==> config.mk <==
export PLATFORM = sky130hd
export DESIGN_NAME = i2c_master_sequencer_flat
export DESIGN_NICKNAME = d
export VERILOG_FILES = /design/src/rtl/i2c_seq_pkg.sv /design/src/rtl/i2c_master_sequencer_if.sv /design/src/rtl/flex_counter.sv /design/src/rtl/i2c_master_sequencer.sv /design/src/flat_wrapper.sv
export SDC_FILE = /design/constraint.sdc
export NUM_CORES = 1
export LEC_CHECK = 0
export BUFFER_PORTS_ARGS = -buffer_cell sky130_fd_sc_hd__buf_2
export CORE_MARGIN = 3
export CORE_UTILIZATION = 38
export CTS_CLUSTER_SIZE = 30
export DETAILED_ROUTE_END_ITERATION = 8
export PLACE_DENSITY = 0.66
export SYNTH_ARGS = -nofsm -noshare
export SYNTH_HDL_FRONTEND = slang
export SYNTH_SLANG_ARGS = --single-unit
==> constraint.sdc <==
create_clock -name clk -period 3.04 [get_ports clk]
set_input_delay 0.456 -clock clk [delete_from_list [all_inputs] [get_ports clk]]
set_output_delay 0.456 -clock clk [all_outputs]
set_load 0.01 [all_outputs]
==> src/rtl/i2c_seq_pkg.sv <==
// Shared types for the I2C master command sequencer: command codes, line-driver
// select, FSM states and ACK/NACK bit values.
package i2c_seq_pkg;

    typedef enum logic [1:0] {
        CMD_START = 2'd0,
        CMD_WRITE = 2'd1,
        CMD_READ  = 2'd2,
        CMD_STOP  = 2'd3
    } i2c_cmd_t;

    typedef enum logic [1:0] {
        LINE_REL  = 2'd0,
        LINE_SSG  = 2'd1,
        LINE_XFER = 2'd2
    } line_sel_t;

    typedef enum logic [2:0] {
        IDLE,
        GEN_START,
        GEN_STOP,
        XFER,
        RELEASE,
        RESP,
        ERR
    } seq_state_t;

    localparam logic ACK_BIT  = 1'b0;
    localparam logic NACK_BIT = 1'b1;

endpackage

==> src/rtl/i2c_master_sequencer_if.sv <==
// Command/response handshake between the register interface (master) and the
// sequencer (slave).
interface i2c_master_sequencer_if;
    import i2c_seq_pkg::*;

    logic       cmd_valid;
    logic       cmd_ready;
    i2c_cmd_t   cmd_op;
    logic [7:0] cmd_data;
    logic       cmd_master_ack;
    logic       rsp_valid;
    logic       rsp_ready;
    logic [7:0] rsp_data;
    logic       rsp_nack;
    logic       rsp_err;

    modport master (
        output cmd_valid, cmd_op, cmd_data, cmd_master_ack, rsp_ready,
        input  cmd_ready, rsp_valid, rsp_data, rsp_nack, rsp_err
    );

    modport slave (
        input  cmd_valid, cmd_op, cmd_data, cmd_master_ack, rsp_ready,
        output cmd_ready, rsp_valid, rsp_data, rsp_nack, rsp_err
    );

endinterface

==> src/rtl/flex_counter.sv <==
// Up-counter with synchronous clear; wraps back to 1 after reaching rollover_val.
module flex_counter #(
    parameter int NUM_CNT_BITS = 4
) (
    input  logic                    clk,
    input  logic                    srst,
    input  logic                    clear,
    input  logic                    count_enable,
    input  logic [NUM_CNT_BITS-1:0] rollover_val,
    output logic [NUM_CNT_BITS-1:0] count_out
);

    logic [NUM_CNT_BITS-1:0] count_reg;
    logic [NUM_CNT_BITS-1:0] count_next;

    always_comb begin
        count_next = count_reg;
        if (clear) begin
            count_next = '0;
        end else if (count_enable) begin
            if (count_reg == rollover_val) begin
                count_next = {{(NUM_CNT_BITS-1){1'b0}}, 1'b1};
            end else begin
                count_next = count_reg + 1'b1;
            end
        end
    end

    always_ff @(posedge clk) begin
        if (srst) begin
            count_reg <= '0;
        end else begin
            count_reg <= count_next;
        end
    end

    assign count_out = count_reg;

endmodule

==> src/rtl/i2c_master_sequencer.sv <==
// Command-level I2C master controller: sequences the start/stop generator and the
// byte engine, tracks bus ownership and returns one response per command.
module i2c_master_sequencer
    import i2c_seq_pkg::*;
#(
    parameter int TIMEOUT_CYCLES = 65536
) (
    input  logic                  clk,
    input  logic                  rst,
    i2c_master_sequencer_if.slave cmd_bus,
    output logic                  bus_owned,
    output logic                  ssg_start,
    output logic                  ssg_stop,
    input  logic                  ssg_done,
    output logic                  xfer_req,
    output logic                  xfer_dir,
    output logic [7:0]            xfer_wdata,
    output logic                  xfer_ack_send,
    input  logic                  xfer_done,
    input  logic [7:0]            xfer_rdata,
    input  logic                  xfer_ack_rcvd,
    output line_sel_t             line_sel
);

    localparam int CW = $clog2(TIMEOUT_CYCLES + 1);

    seq_state_t state_reg, state_next;
    i2c_cmd_t   op_reg;
    logic [7:0] data_reg;
    logic       ack_reg;
    logic       bus_owned_reg;
    logic [7:0] rsp_data_reg;
    logic       rsp_nack_reg;
    logic       rsp_err_reg;
    line_sel_t  line_sel_reg, line_sel_next;
    logic [CW-1:0] tmo_count;

    logic accept, illegal, waiting, done_now, timeout_hit;

    assign accept   = cmd_bus.cmd_valid && cmd_bus.cmd_ready;
    assign illegal  = (cmd_bus.cmd_op != CMD_START) && !bus_owned_reg;
    assign waiting  = (state_reg == GEN_START) || (state_reg == GEN_STOP) || (state_reg == XFER);
    assign done_now = (state_reg == XFER) ? xfer_done : ssg_done;
    // Fires on the last permitted waiting cycle so the request is held exactly TIMEOUT_CYCLES cycles.
    assign timeout_hit = waiting && (tmo_count == CW'(TIMEOUT_CYCLES - 1));

    flex_counter #(.NUM_CNT_BITS(CW)) u_timeout (
        .clk          (clk),
        .srst         (rst),
        .clear        (!waiting),
        .count_enable (waiting),
        .rollover_val (CW'(TIMEOUT_CYCLES)),
        .count_out    (tmo_count)
    );

    always_ff @(posedge clk) begin
        if (rst) begin
            state_reg <= IDLE;
        end else begin
            state_reg <= state_next;
        end
    end

    always_comb begin
        state_next = state_reg;
        case (state_reg)
            IDLE: begin
                if (accept) begin
                    if (cmd_bus.cmd_op == CMD_START) state_next = GEN_START;
                    else if (illegal)                state_next = ERR;
                    else if (cmd_bus.cmd_op == CMD_STOP) state_next = GEN_STOP;
                    else                             state_next = XFER;
                end
            end
            GEN_START, GEN_STOP, XFER: begin
                if (done_now || timeout_hit) state_next = RELEASE;
            end
            RELEASE: state_next = RESP;
            ERR:     state_next = RESP;
            RESP: begin
                if (cmd_bus.rsp_ready) state_next = IDLE;
            end
            default: state_next = IDLE;
        endcase
    end

    // While owned, the select keeps its last value so SCL stays held between bytes.
    always_comb begin
        line_sel_next = line_sel_reg;
        if ((state_next == GEN_START) || (state_next == GEN_STOP)) begin
            line_sel_next = LINE_SSG;
        end else if (state_next == XFER) begin
            line_sel_next = LINE_XFER;
        end else if ((state_next == IDLE) && !bus_owned_reg) begin
            line_sel_next = LINE_REL;
        end
    end

    always_ff @(posedge clk) begin
        if (rst) begin
            op_reg        <= CMD_START;
            data_reg      <= '0;
            ack_reg       <= ACK_BIT;
            bus_owned_reg <= 1'b0;
            rsp_data_reg  <= '0;
            rsp_nack_reg  <= 1'b0;
            rsp_err_reg   <= 1'b0;
            line_sel_reg  <= LINE_REL;
        end else begin
            line_sel_reg <= line_sel_next;
            if (accept) begin
                op_reg       <= cmd_bus.cmd_op;
                data_reg     <= cmd_bus.cmd_data;
                ack_reg      <= cmd_bus.cmd_master_ack;
                rsp_data_reg <= '0;
                rsp_nack_reg <= 1'b0;
                rsp_err_reg  <= illegal;
            end
            if (waiting) begin
                if (done_now) begin
                    if (state_reg == GEN_START) begin
                        bus_owned_reg <= 1'b1;
                    end else if (state_reg == GEN_STOP) begin
                        bus_owned_reg <= 1'b0;
                    end else if (op_reg == CMD_READ) begin
                        rsp_data_reg <= xfer_rdata;
                    end else begin
                        rsp_nack_reg <= xfer_ack_rcvd;
                    end
                end else if (timeout_hit) begin
                    bus_owned_reg <= 1'b0;
                    rsp_err_reg   <= 1'b1;
                end
            end
        end
    end

    always_comb begin
        ssg_start         = (state_reg == GEN_START);
        ssg_stop          = (state_reg == GEN_STOP);
        xfer_req          = (state_reg == XFER);
        xfer_dir          = xfer_req && (op_reg == CMD_READ);
        xfer_wdata        = xfer_req ? data_reg : 8'h00;
        xfer_ack_send     = xfer_req && ack_reg;
        line_sel          = line_sel_reg;
        bus_owned         = bus_owned_reg;
        cmd_bus.cmd_ready = (state_reg == IDLE) && !rst;
        cmd_bus.rsp_valid = (state_reg == RESP);
        cmd_bus.rsp_data  = rsp_data_reg;
        cmd_bus.rsp_nack  = rsp_nack_reg;
        cmd_bus.rsp_err   = rsp_err_reg;
    end

endmodule

==> src/flat_wrapper.sv <==
// flat-port wrapper written by rule: the top's interface ports become plain ports
module i2c_master_sequencer_flat import i2c_seq_pkg::*;
#(
    parameter int TIMEOUT_CYCLES = 65536
)
  (clk, rst, bus_owned, ssg_start, ssg_stop, ssg_done, xfer_req, xfer_dir, xfer_wdata, xfer_ack_send, xfer_done, xfer_rdata, xfer_ack_rcvd, line_sel, cmd_bus_cmd_valid, cmd_bus_cmd_op, cmd_bus_cmd_data, cmd_bus_cmd_master_ack, cmd_bus_rsp_ready, cmd_bus_cmd_ready, cmd_bus_rsp_valid, cmd_bus_rsp_data, cmd_bus_rsp_nack, cmd_bus_rsp_err);
  i2c_master_sequencer_if cmd_bus_i ();
  input  logic clk;
  input  logic rst;
  output logic bus_owned;
  output logic ssg_start;
  output logic ssg_stop;
  input  logic ssg_done;
  output logic xfer_req;
  output logic xfer_dir;
  output logic [7:0] xfer_wdata;
  output logic xfer_ack_send;
  input  logic xfer_done;
  input  logic [7:0] xfer_rdata;
  input  logic xfer_ack_rcvd;
  output line_sel_t line_sel;
  input wire logic [$bits(cmd_bus_i.cmd_valid)-1:0] cmd_bus_cmd_valid;
  input wire logic [$bits(cmd_bus_i.cmd_op)-1:0] cmd_bus_cmd_op;
  input wire logic [$bits(cmd_bus_i.cmd_data)-1:0] cmd_bus_cmd_data;
  input wire logic [$bits(cmd_bus_i.cmd_master_ack)-1:0] cmd_bus_cmd_master_ack;
  input wire logic [$bits(cmd_bus_i.rsp_ready)-1:0] cmd_bus_rsp_ready;
  output wire logic [$bits(cmd_bus_i.cmd_ready)-1:0] cmd_bus_cmd_ready;
  output wire logic [$bits(cmd_bus_i.rsp_valid)-1:0] cmd_bus_rsp_valid;
  output wire logic [$bits(cmd_bus_i.rsp_data)-1:0] cmd_bus_rsp_data;
  output wire logic [$bits(cmd_bus_i.rsp_nack)-1:0] cmd_bus_rsp_nack;
  output wire logic [$bits(cmd_bus_i.rsp_err)-1:0] cmd_bus_rsp_err;
  assign cmd_bus_i.cmd_valid = cmd_bus_cmd_valid;
  assign cmd_bus_i.cmd_op = cmd_bus_cmd_op;
  assign cmd_bus_i.cmd_data = cmd_bus_cmd_data;
  assign cmd_bus_i.cmd_master_ack = cmd_bus_cmd_master_ack;
  assign cmd_bus_i.rsp_ready = cmd_bus_rsp_ready;
  assign cmd_bus_cmd_ready = cmd_bus_i.cmd_ready;
  assign cmd_bus_rsp_valid = cmd_bus_i.rsp_valid;
  assign cmd_bus_rsp_data = cmd_bus_i.rsp_data;
  assign cmd_bus_rsp_nack = cmd_bus_i.rsp_nack;
  assign cmd_bus_rsp_err = cmd_bus_i.rsp_err;
  i2c_master_sequencer #(.TIMEOUT_CYCLES(TIMEOUT_CYCLES)) u_core (.clk(clk), .rst(rst), .cmd_bus(cmd_bus_i), .bus_owned(bus_owned), .ssg_start(ssg_start), .ssg_stop(ssg_stop), .ssg_done(ssg_done), .xfer_req(xfer_req), .xfer_dir(xfer_dir), .xfer_wdata(xfer_wdata), .xfer_ack_send(xfer_ack_send), .xfer_done(xfer_done), .xfer_rdata(xfer_rdata), .xfer_ack_rcvd(xfer_ack_rcvd), .line_sel(line_sel));
endmodule
==> impl_metrics.json, run 1 <==
{
  "hpwl_um": 3200,
  "synth_top_area_share_pct": 42.6,
  "die_area_sq_um": 6360,
  "drt_iter0_drc": 97,
  "cts_resized": 0,
  "cts.path.max_buffers": 2,
  "antenna_found_initial": 0,
  "fill_cells": 524,
  "cp_max_fo": 7,
  "yosysWarnings": 0,
  "vias_per_cell": 4.94,
  "grt-ovfl-total": 0,
  "crit_family": "simple AND/OR/NAND/NOR gates",
  "fin_crit_sh_pct": 77.4,
  "dp.cells": 365,
  "holdCritPathClass": "input pin to flop",
  "power.density_nw_per_um2": 521,
  "hold_start": "cmd_bus_cmd_data[4]",
  "core_sq_um": 5170,
  "grt_pass1_wl_um": 7710,
  "synthesis.area_sq_um": 2070,
  "avgRoutedWirePerCell_um": 12.2,
  "h-tree-depth": 2,
  "finalSetupViolCount": 0,
  "clkTransAtPathRegs_ps": 90,
  "final_antenna_net_count": 0,
  "route.detailed.drc": 0,
  "rrSetupSlack_ps": 690,
  "rr_endpoint": "u_core.line_sel[0]",
  "r2r_cells": 9,
  "drv_slew": 0,
  "drt_first_pass_iters": 4,
  "n_antenna_cell": 0,
  "grt_pass1_vias": 1690,
  "postCtsHoldBufs": 0,
  "wirelength_um": 4540,
  "grt_max_degree": 30,
  "tightest_slew_ps": 576,
  "clock-root-buffer": "clkbuf_8",
  "cts_sinks": 44,
  "skew_ps": 11.8,
  "fin_nets": 331,
  "max-cap-violations": 0,
  "synth_area_per_cell_sq_um": 8.14,
  "post_cts_buffers": 0,
  "areaGrowthSynthToFinish_pct": 20.0,
  "die_w_um": 79.8,
  "reg2reg_from": "u_core.u_timeout.count_out[0]",
  "synth_most_common_cell": "dfxtp_1",
  "ys_seq_elements": 44,
  "seq_area_frac_synth_pct": 42.6,
  "syn_nets": 283,
  "boundaryPins": 54,
  "drive_above_1_share_pct": 21.8,
  "io_buffers": 53,
  "synthTopCellsByArea": "dfxtp_1, nand2_1, a21oi_1",
  "start_util_pct": 40.0,
  "chipHeight_um": 79.8,
  "synthFlopType": "dfxtp_1",
  "gp_congestion": 0.816,
  "path_class": "flop to flop",
  "status": "finished, final reports clean",
  "yosysUniqueCellTypes": 45,
  "yosysTopAreaCell": "dfxtp_1",
  "final_cells": 373,
  "tritoncts": "built",
  "vdd_ir_drop_max_uv": 262,
  "finalHoldViolCount": 0,
  "vias": 1842,
  "post-route-min-period_ps": 2350,
  "arrival_ps": 2570,
  "synthTopCellsByCount": "dfxtp_1, nand2_1, a21oi_1, nor2_1, nand3_1",
  "rsz0062_at_grt": "false",
  "start_kind": "flop",
  "worst_slew_margin_rel_pct": 61.5,
  "num_rows": 26,
  "hold_depth": 3,
  "power_leakage_nw": 1.01,
  "numCtsBuffers": 5,
  "finalSetupTns_ps": 0,
  "largest_register_ffs": 17,
  "synth-async-reset-ratio_pct": 0,
  "clkLatencyLatePin_ps": 300,
  "hold_end": "u_core.data_reg[4]",
  "synth_edf_count": 0,
  "cp_slowest_stage_delay_ps": 420,
  "critPathSlowestCell": "or3_4",
  "end_kind": "flop",
  "grt.total_usage_pct": 15.2,
  "syn_inst": 254,
  "worst-path-buf-inv": 0,
  "cp.required_ps": 3260,
  "cp_cell_sequence": "ha_1 > and3_1 > and3_1 > ha_1 > a21oi_1 > nor3b_1 > or3_4 > a21o_1 > a211oi_1",
  "clock.fmax_mhz": 425
}
==> logic make-up after synthesis <==
family                   count (synthesis)  share of synthesized area [%]
adder cells (fa/ha/maj)                  3                           1.82
multiplexers                             1                          0.484
buffers and inverters                   19                           4.18
flip-flops                              44                           42.6
AO/OA/AOI/OAI                           44                           12.7
XOR/XNOR                                13                           5.51
AND/OR/NAND/NOR                        130                           32.7
==> layer usage <==
| layer | wire [um] | track usage (%) |
|---|---|---|
| met4 | 41 | 5.07 |
| met1 | 2170 | 19.5 |
| met5 | 0 | 0 |
| met2 | 2100 | 25.3 |
| met3 | 231 | 3.16 |
==> power by group <==
group,internal [mW],switching [mW],leakage [nW]
Sequential,0.602,0.0413,0.356
Combinational,0.0827,0.104,0.596
Clock,0.248,0.214,0.0583
==> cells in the final DEF, fill, tap and decap left out, types with 2 or more instances in the layout <==
cell       n
inv_1      6
clkbuf_8   5
nor2b_1    2
and2_1    11
and3b_1    2
clkinv_4   2
nand3_1   18
nor2_1    23
xor2_1    10
ha_1       3
and4_1     2
nor3_1     2
o31ai_1    2
nand4_1    5
buf_2     53
o41ai_1    2
nand2b_1   4
o21ai_0    3
nor3b_1    4
nor4_1     3
and3_1     5
a21oi_1   26
a21boi_0   2
dfxtp_1   44
nand2_1   41
xnor2_1    3
==> worst max-delay path by stage <==
stage,to,slack [ps],from,cells after the start
floorplan,u_core.line_sel[0],810,u_core.u_timeout.count_out[0],10
global placement,u_core.line_sel[0],750,u_core.u_timeout.count_out[0],9
detailed placement,u_core.line_sel[0],700,u_core.u_timeout.count_out[0],9
CTS,xfer_dir,670,u_core.state_reg[0],3
global route,u_core.line_sel[0],470,u_core.u_timeout.count_out[4],9
finish,u_core.line_sel[0],690,u_core.u_timeout.count_out[0],9
==> worst min-delay path, cell delays in order <==
cell,delay [ps]
buf_2,100
nand2_1,40
a21oi_1,50
==> stage by stage <==
| stage | total power, mW | instance area (sq um) | setup slack [ps] | util [%] | hold slack [ps] |
|---|---|---|---|---|---|
| floorplan | 0.785 | 2070 | 810 | - | 432 |
| global placement | 0.840 | 2360 | 754 | 45.7 | 438 |
| detailed placement | 0.844 | 2360 | 695 | 45.7 | 443 |
| CTS | 1.31 | 2480 | 670 | 47.9 | 374 |
| global route | 1.36 | 2480 | 467 | 47.9 | 370 |
| finish | 1.29 | 2480 | 687 | 47.9 | 382 |
==> layout make-up <==
class / instances / area, sq um / area share [%]
Multi-Input combinational cell: 191 / 1100 / 44.3
Sequential cell: 44 / 881 / 35.5
Timing Repair Buffer: 54 / 273 / 11.0
Tap cell: 70 / 87.6 / 3.53
Clock buffer: 5 / 68.8 / 2.77
Clock inverter: 3 / 47.5 / 1.92
Inverter: 6 / 22.5 / 0.908
Power figures use the tool's default switching activity.
==> run 2: changes to the inputs <==
==> constraint.sdc (replaced) <==
create_clock -name clk -period 2.3 [get_ports clk]
set_input_delay 0.345 -clock clk [delete_from_list [all_inputs] [get_ports clk]]
set_output_delay 0.345 -clock clk [all_outputs]
set_load 0.01 [all_outputs]
==> run 2 against run 1 <==
  * First-iteration DRC count grew 24%
  * Sequential cell count is the same
  * Clock skew shrank 7.6 ps
  * Clock power grew 27%
  * Fmax grew 9.1%
  * Sequential power grew 32%
  * Wire length grew 0.35%
  * Hold slack lost 98 ps
  * Power grew 31%
  * Via count grew 2.4%
  * Worst setup slack lost 540 ps
  * Largest cell class unchanged
==> impl_metrics.json, run 2 (synthesis results as in run 1) <==
{
  "status": "finished, final reports clean",
  "gp_congestion": 0.765,
  "vias_per_cell": 4.95,
  "grt.total_usage_pct": 14.7,
  "wirelength_um": 4560,
  "final_antenna_net_count": 0,
  "io_buffers": 53,
  "die_area_sq_um": 6360,
  "fin_nets": 339,
  "arrival_ps": 2370,
  "hold_depth": 3,
  "start_util_pct": 40.0,
  "avgRoutedWirePerCell_um": 12.0,
  "areaGrowthSynthToFinish_pct": 23.6,
  "pwr-share-comb_pct": 15.0,
  "clkLatencyLatePin_ps": 290,
  "power.density_nw_per_um2": 661,
  "drive_above_1_share_pct": 25.4,
  "num_rows": 26,
  "die_w_um": 79.8,
  "largest_register_ffs": 17,
  "whs_ps": 284,
  "postCtsHoldBufs": 0,
  "p_sw_mw": 0.457,
  "grt-ovfl-total": 0,
  "n_antenna_cell": 0,
  "antenna_found_initial": 0,
  "worst_slew_margin_rel_pct": 61.6,
  "drt_iter0_drc": 120,
  "finalHoldViolCount": 0,
  "drv_slew": 0,
  "cts.path.max_buffers": 2,
  "max-cap-violations": 0,
  "final_common_cell": "buf_2",
  "clock-root-buffer": "clkbuf_8",
  "fin_crit_sh_pct": 93.8,
  "vdd_ir_drop_max_uv": 290,
  "power_leakage_nw": 1.05,
  "fill_cells": 484,
  "rsz0062_at_grt": "false",
  "finalSetupTns_ps": 0,
  "swShare_pct": 27.1,
  "tightest_slew_ps": 575,
  "core_sq_um": 5170,
  "rrSetupSlack_ps": 140,
  "boundaryPins": 54,
  "final_cell_mix": "buf_2, dfxtp_1, nand2_1, a21oi_1, nor2_1",
  "vias": 1886,
  "power_frac_seq_pct": 50.4,
  "chipHeight_um": 79.8,
  "finalSetupViolCount": 0,
  "startpoint": "u_core.u_timeout.count_out[11]",
  "skew_ps": 4.19,
  "drt_first_pass_iters": 4,
  "p_int_mw": 1.23,
  "post_cts_buffers": 0,
  "h-tree-depth": 2,
  "grt_max_degree": 22,
  "end_kind": "flop",
  "cts_resized": 0,
  "hold_start": "xfer_rdata[4]",
  "tritoncts": "built",
  "cp.required_ps": 2510,
  "grt_pass1_wl_um": 7600,
  "clkTransAtPathRegs_ps": 80,
  "post-route-min-period_ps": 2160,
  "numCtsBuffers": 5,
  "cp_max_fo": 5,
  "path_class": "flop to flop",
  "route.detailed.drc": 0,
  "p_clk_share_pct": 34.6,
  "cts_sinks": 44,
  "start_kind": "flop",
  "r2r_cells": 9,
  "reg2reg_from": "u_core.u_timeout.count_out[11]",
  "clock.fmax_mhz": 463,
  "hpwl_um": 3300,
  "grt_pass1_vias": 1688,
  "holdCritPathClass": "input pin to flop"
}
-- run 2: area by class of cell --
| type | instances | area (sq um) | share of cell area (%) |
|---|---|---|---|
| Inverter | 6 | 22.5 | 0.881 |
| Sequential cell | 44 | 881 | 34.5 |
| Timing Repair Buffer | 62 | 333 | 13.0 |
| Multi-Input combinational cell | 191 | 1120 | 43.8 |
| Clock buffer | 5 | 68.8 | 2.69 |
| Clock inverter | 3 | 42.5 | 1.67 |
| Tap cell | 70 | 87.6 | 3.43 |
-- run 2: path summary, 6_finish.rpt --
check,end
hold reg to reg,u_core.ack_reg
setup reg to reg,u_core.line_sel[0]
hold / removal,u_core.cmd_bus.rsp_data[4]
setup / recovery,u_core.line_sel[0]
-- run 2: power by group through the flow --
stage | sequential [mW] | clock, mW | combinational [mW]
final | 0.851 | 0.585 | 0.253
after detailed placement | 0.866 | 0 | 0.248
after global routing | 0.858 | 0.647 | 0.281
after global placement | 0.866 | 0 | 0.247
after CTS | 0.848 | 0.605 | 0.249
after floorplan | 0.844 | 0 | 0.194
-- run 2: critical path, stage by stage, from the launching register on --
cell and delay (ps):
dfxtp_1 330, and4_1 200, and3_1 210, and3_1 160, ha_2 210, a21oi_2 140
nor3b_1 60, or3_4 420, a21o_1 160, a211oi_1 200
-- run 2: per-layer routing --
layer / share of wire, % / track usage, %
met1: 46 / 18.7
met2: 48 / 24.9
met3: 5.1 / 3.95
met4: 0.55 / 3.55
met5: 0 / 0
-- run 2: stage by stage --
step	cell area, sq um	utilization (%)	setup WS [ps]	instances	total power [mW]
final	2550	49.4	142	381	1.69
after global routing	2550	49.4	30.2	381	1.79
after CTS	2530	49.0	49.8	381	1.70
after detailed placement	2420	46.9	64.0	373	1.11
after global placement	2420	46.9	94.1	373	1.11
after floorplan	2070	-	69.8	254	1.04
==> run 3: changes to the inputs <==
--- a/config.mk
+++ b/config.mk
@@ -6,6 +6,7 @@
 export NUM_CORES = 1
 export LEC_CHECK = 0
 export BUFFER_PORTS_ARGS = -buffer_cell sky130_fd_sc_hd__buf_2
+export CORE_ASPECT_RATIO = 0.9
 export CORE_MARGIN = 3
 export CORE_UTILIZATION = 38
 export CTS_CLUSTER_SIZE = 30
==> run 3 against run 2 <==
  * Power up 1.1%
  * Fmax down 1.1%
  * Sequential power about the same
  * Sequential share of layout area down 0.12 points
  * Cell area up 0.49%
  * Critical endpoint unchanged
  * Die area about the same
  * Critical path type unchanged
  * Largest power group unchanged
==> impl_metrics.json, run 3 (synthesis results as in run 1) <==
{
  "path_class": "flop to flop",
  "critical_path_depth": 9,
  "chipHeight_um": 76.0,
  "cp_max_fo": 5,
  "grt_pass1_wl_um": 7910,
  "fin_nets": 340,
  "power_leakage_nw": 1.05,
  "start_kind": "flop",
  "tritoncts": "built",
  "whs_ps": 273,
  "hold_start": "cmd_bus_cmd_data[0]",
  "cp_slowest_stage_delay_ps": 430,
  "io_buffers": 53,
  "wirelength_um": 4680,
  "grt_pass1_vias": 1745,
  "boundaryPins": 54,
  "power.density_nw_per_um2": 665,
  "post-route-min-period_ps": 2180,
  "clock-root-buffer": "clkbuf_8",
  "holdCritPathClass": "input pin to flop",
  "rr_endpoint": "u_core.line_sel[0]",
  "core_sq_um": 5040,
  "cts.path.max_buffers": 2,
  "r2r_cells": 9,
  "n_antenna_cell": 0,
  "skew_ps": 9.11,
  "crit_end": "u_core.line_sel[0]",
  "start_util_pct": 41.0,
  "worst-path-buf-inv": 0,
  "postCtsHoldBufs": 0,
  "die_area_sq_um": 6360,
  "grt-ovfl-total": 0,
  "h-tree-depth": 2,
  "status": "finished, final reports clean",
  "vias_per_cell": 5.06,
  "finalSetupTns_ps": 0,
  "tightest_slew_ps": 545,
  "rrSetupSlack_ps": 120,
  "clock.fmax_mhz": 459,
  "startpoint": "u_core.u_timeout.count_out[11]",
  "postPlaceCellArea_sq_um": 2420,
  "gp_congestion": 0.832,
  "drive_above_1_share_pct": 26.3,
  "vias": 1908,
  "numCtsBuffers": 5,
  "num_rows": 24,
  "drt_iter0_drc": 73,
  "die_w_um": 83.7,
  "route.detailed.drc": 0,
  "drt_first_pass_iters": 4,
  "cp_cell_sequence": "and4_1 > and3_4 > and3_1 > ha_2 > a21oi_2 > nor3b_1 > or3_4 > a21o_1 > a211oi_1",
  "final_cell_mix": "buf_2, dfxtp_1, nand2_1, a21oi_1, nor2_1",
  "final_antenna_net_count": 0,
  "final_design_area_no_fill_sq_um": 2570,
  "arrival_ps": 2390,
  "worst_slew_margin_rel_pct": 63.6,
  "hpwl_um": 3340,
  "crit_family": "simple AND/OR/NAND/NOR gates",
  "reg2reg_from": "u_core.u_timeout.count_out[11]",
  "final_common_cell": "buf_2",
  "areaGrowthSynthToFinish_pct": 24.2,
  "max-cap-violations": 0,
  "finalSetupViolCount": 0,
  "end_kind": "flop",
  "vdd_ir_drop_max_uv": 410,
  "final_cells": 377,
  "critPathSlowestCell": "or3_4",
  "avgRoutedWirePerCell_um": 12.4,
  "grt_max_degree": 21,
  "cts_sinks": 44,
  "clkTransAtPathRegs_ps": 90,
  "largest_register_ffs": 17,
  "clkLatencyLatePin_ps": 300,
  "fin_util_pct": 50.9,
  "grt.total_usage_pct": 14.9,
  "drv_slew": 0,
  "dp.cells": 369,
  "cp.required_ps": 2510,
  "finalHoldViolCount": 0,
  "fin_crit_sh_pct": 94.8,
  "antenna_found_initial": 0
}
-- run 3: through the flow --
stage / setup WS (ps) / power (mW)
3_3_place_gp: 85.8 / 1.11
4_1_cts: 4.71 / 1.72
2_1_floorplan: 69.8 / 1.04
6_report: 119 / 1.71
3_5_place_dp: 30.8 / 1.11
5_1_grt: -16.7 / 1.80
-- run 3: metal layers --
layer  GRT usage [%]  wire length (um)  vias up
met1            20.6              2240      864
met2            22.4              2120       55
met4            4.02                43        0
li1                -                 -      985
met5               0                 0        -
met3            4.56               289        4
-- run 3: worst min path at each step --
stage / to / slack (ps) / cells past startpoint
final: u_core.data_reg[0] / 270 / 3
after global routing: u_core.data_reg[1] / 270 / 3
after CTS: u_core.data_reg[0] / 270 / 3
after detailed placement: u_core.data_reg[1] / 440 / 2
after global placement: u_core.data_reg[0] / 440 / 2
after floorplan: u_core.ack_reg / 430 / 2
-- run 3: worst min-delay path, stage by stage --
cell     delay [ps]
buf_2           100
nand2_1          40
a21oi_1          50
-- run 3: final cells by class --
cell class	instances	area, sq um
Fill cell	510	2480
Multi-Input combinational cell	191	1130
Sequential cell	44	882
Timing Repair Buffer	63	340
Tap cell	65	81.3
Clock buffer	5	68.8
Clock inverter	3	46.3
Inverter	6	22.5
-- run 3: power breakdown --
part | total (mW) | internal [mW] | switching, mW
clock network | 0.604 | 0.327 | 0.277
logic | 0.255 | 0.114 | 0.141
registers | 0.849 | 0.796 | 0.0520
total | 1.71 | 1.24 | 0.470
-- run 3: what timing repair did --
item,in CTS,in global routing
resized for setup,0,7
setup endpoints to repair,0,2
hold endpoints to repair,0,0
setup buffers,0,0
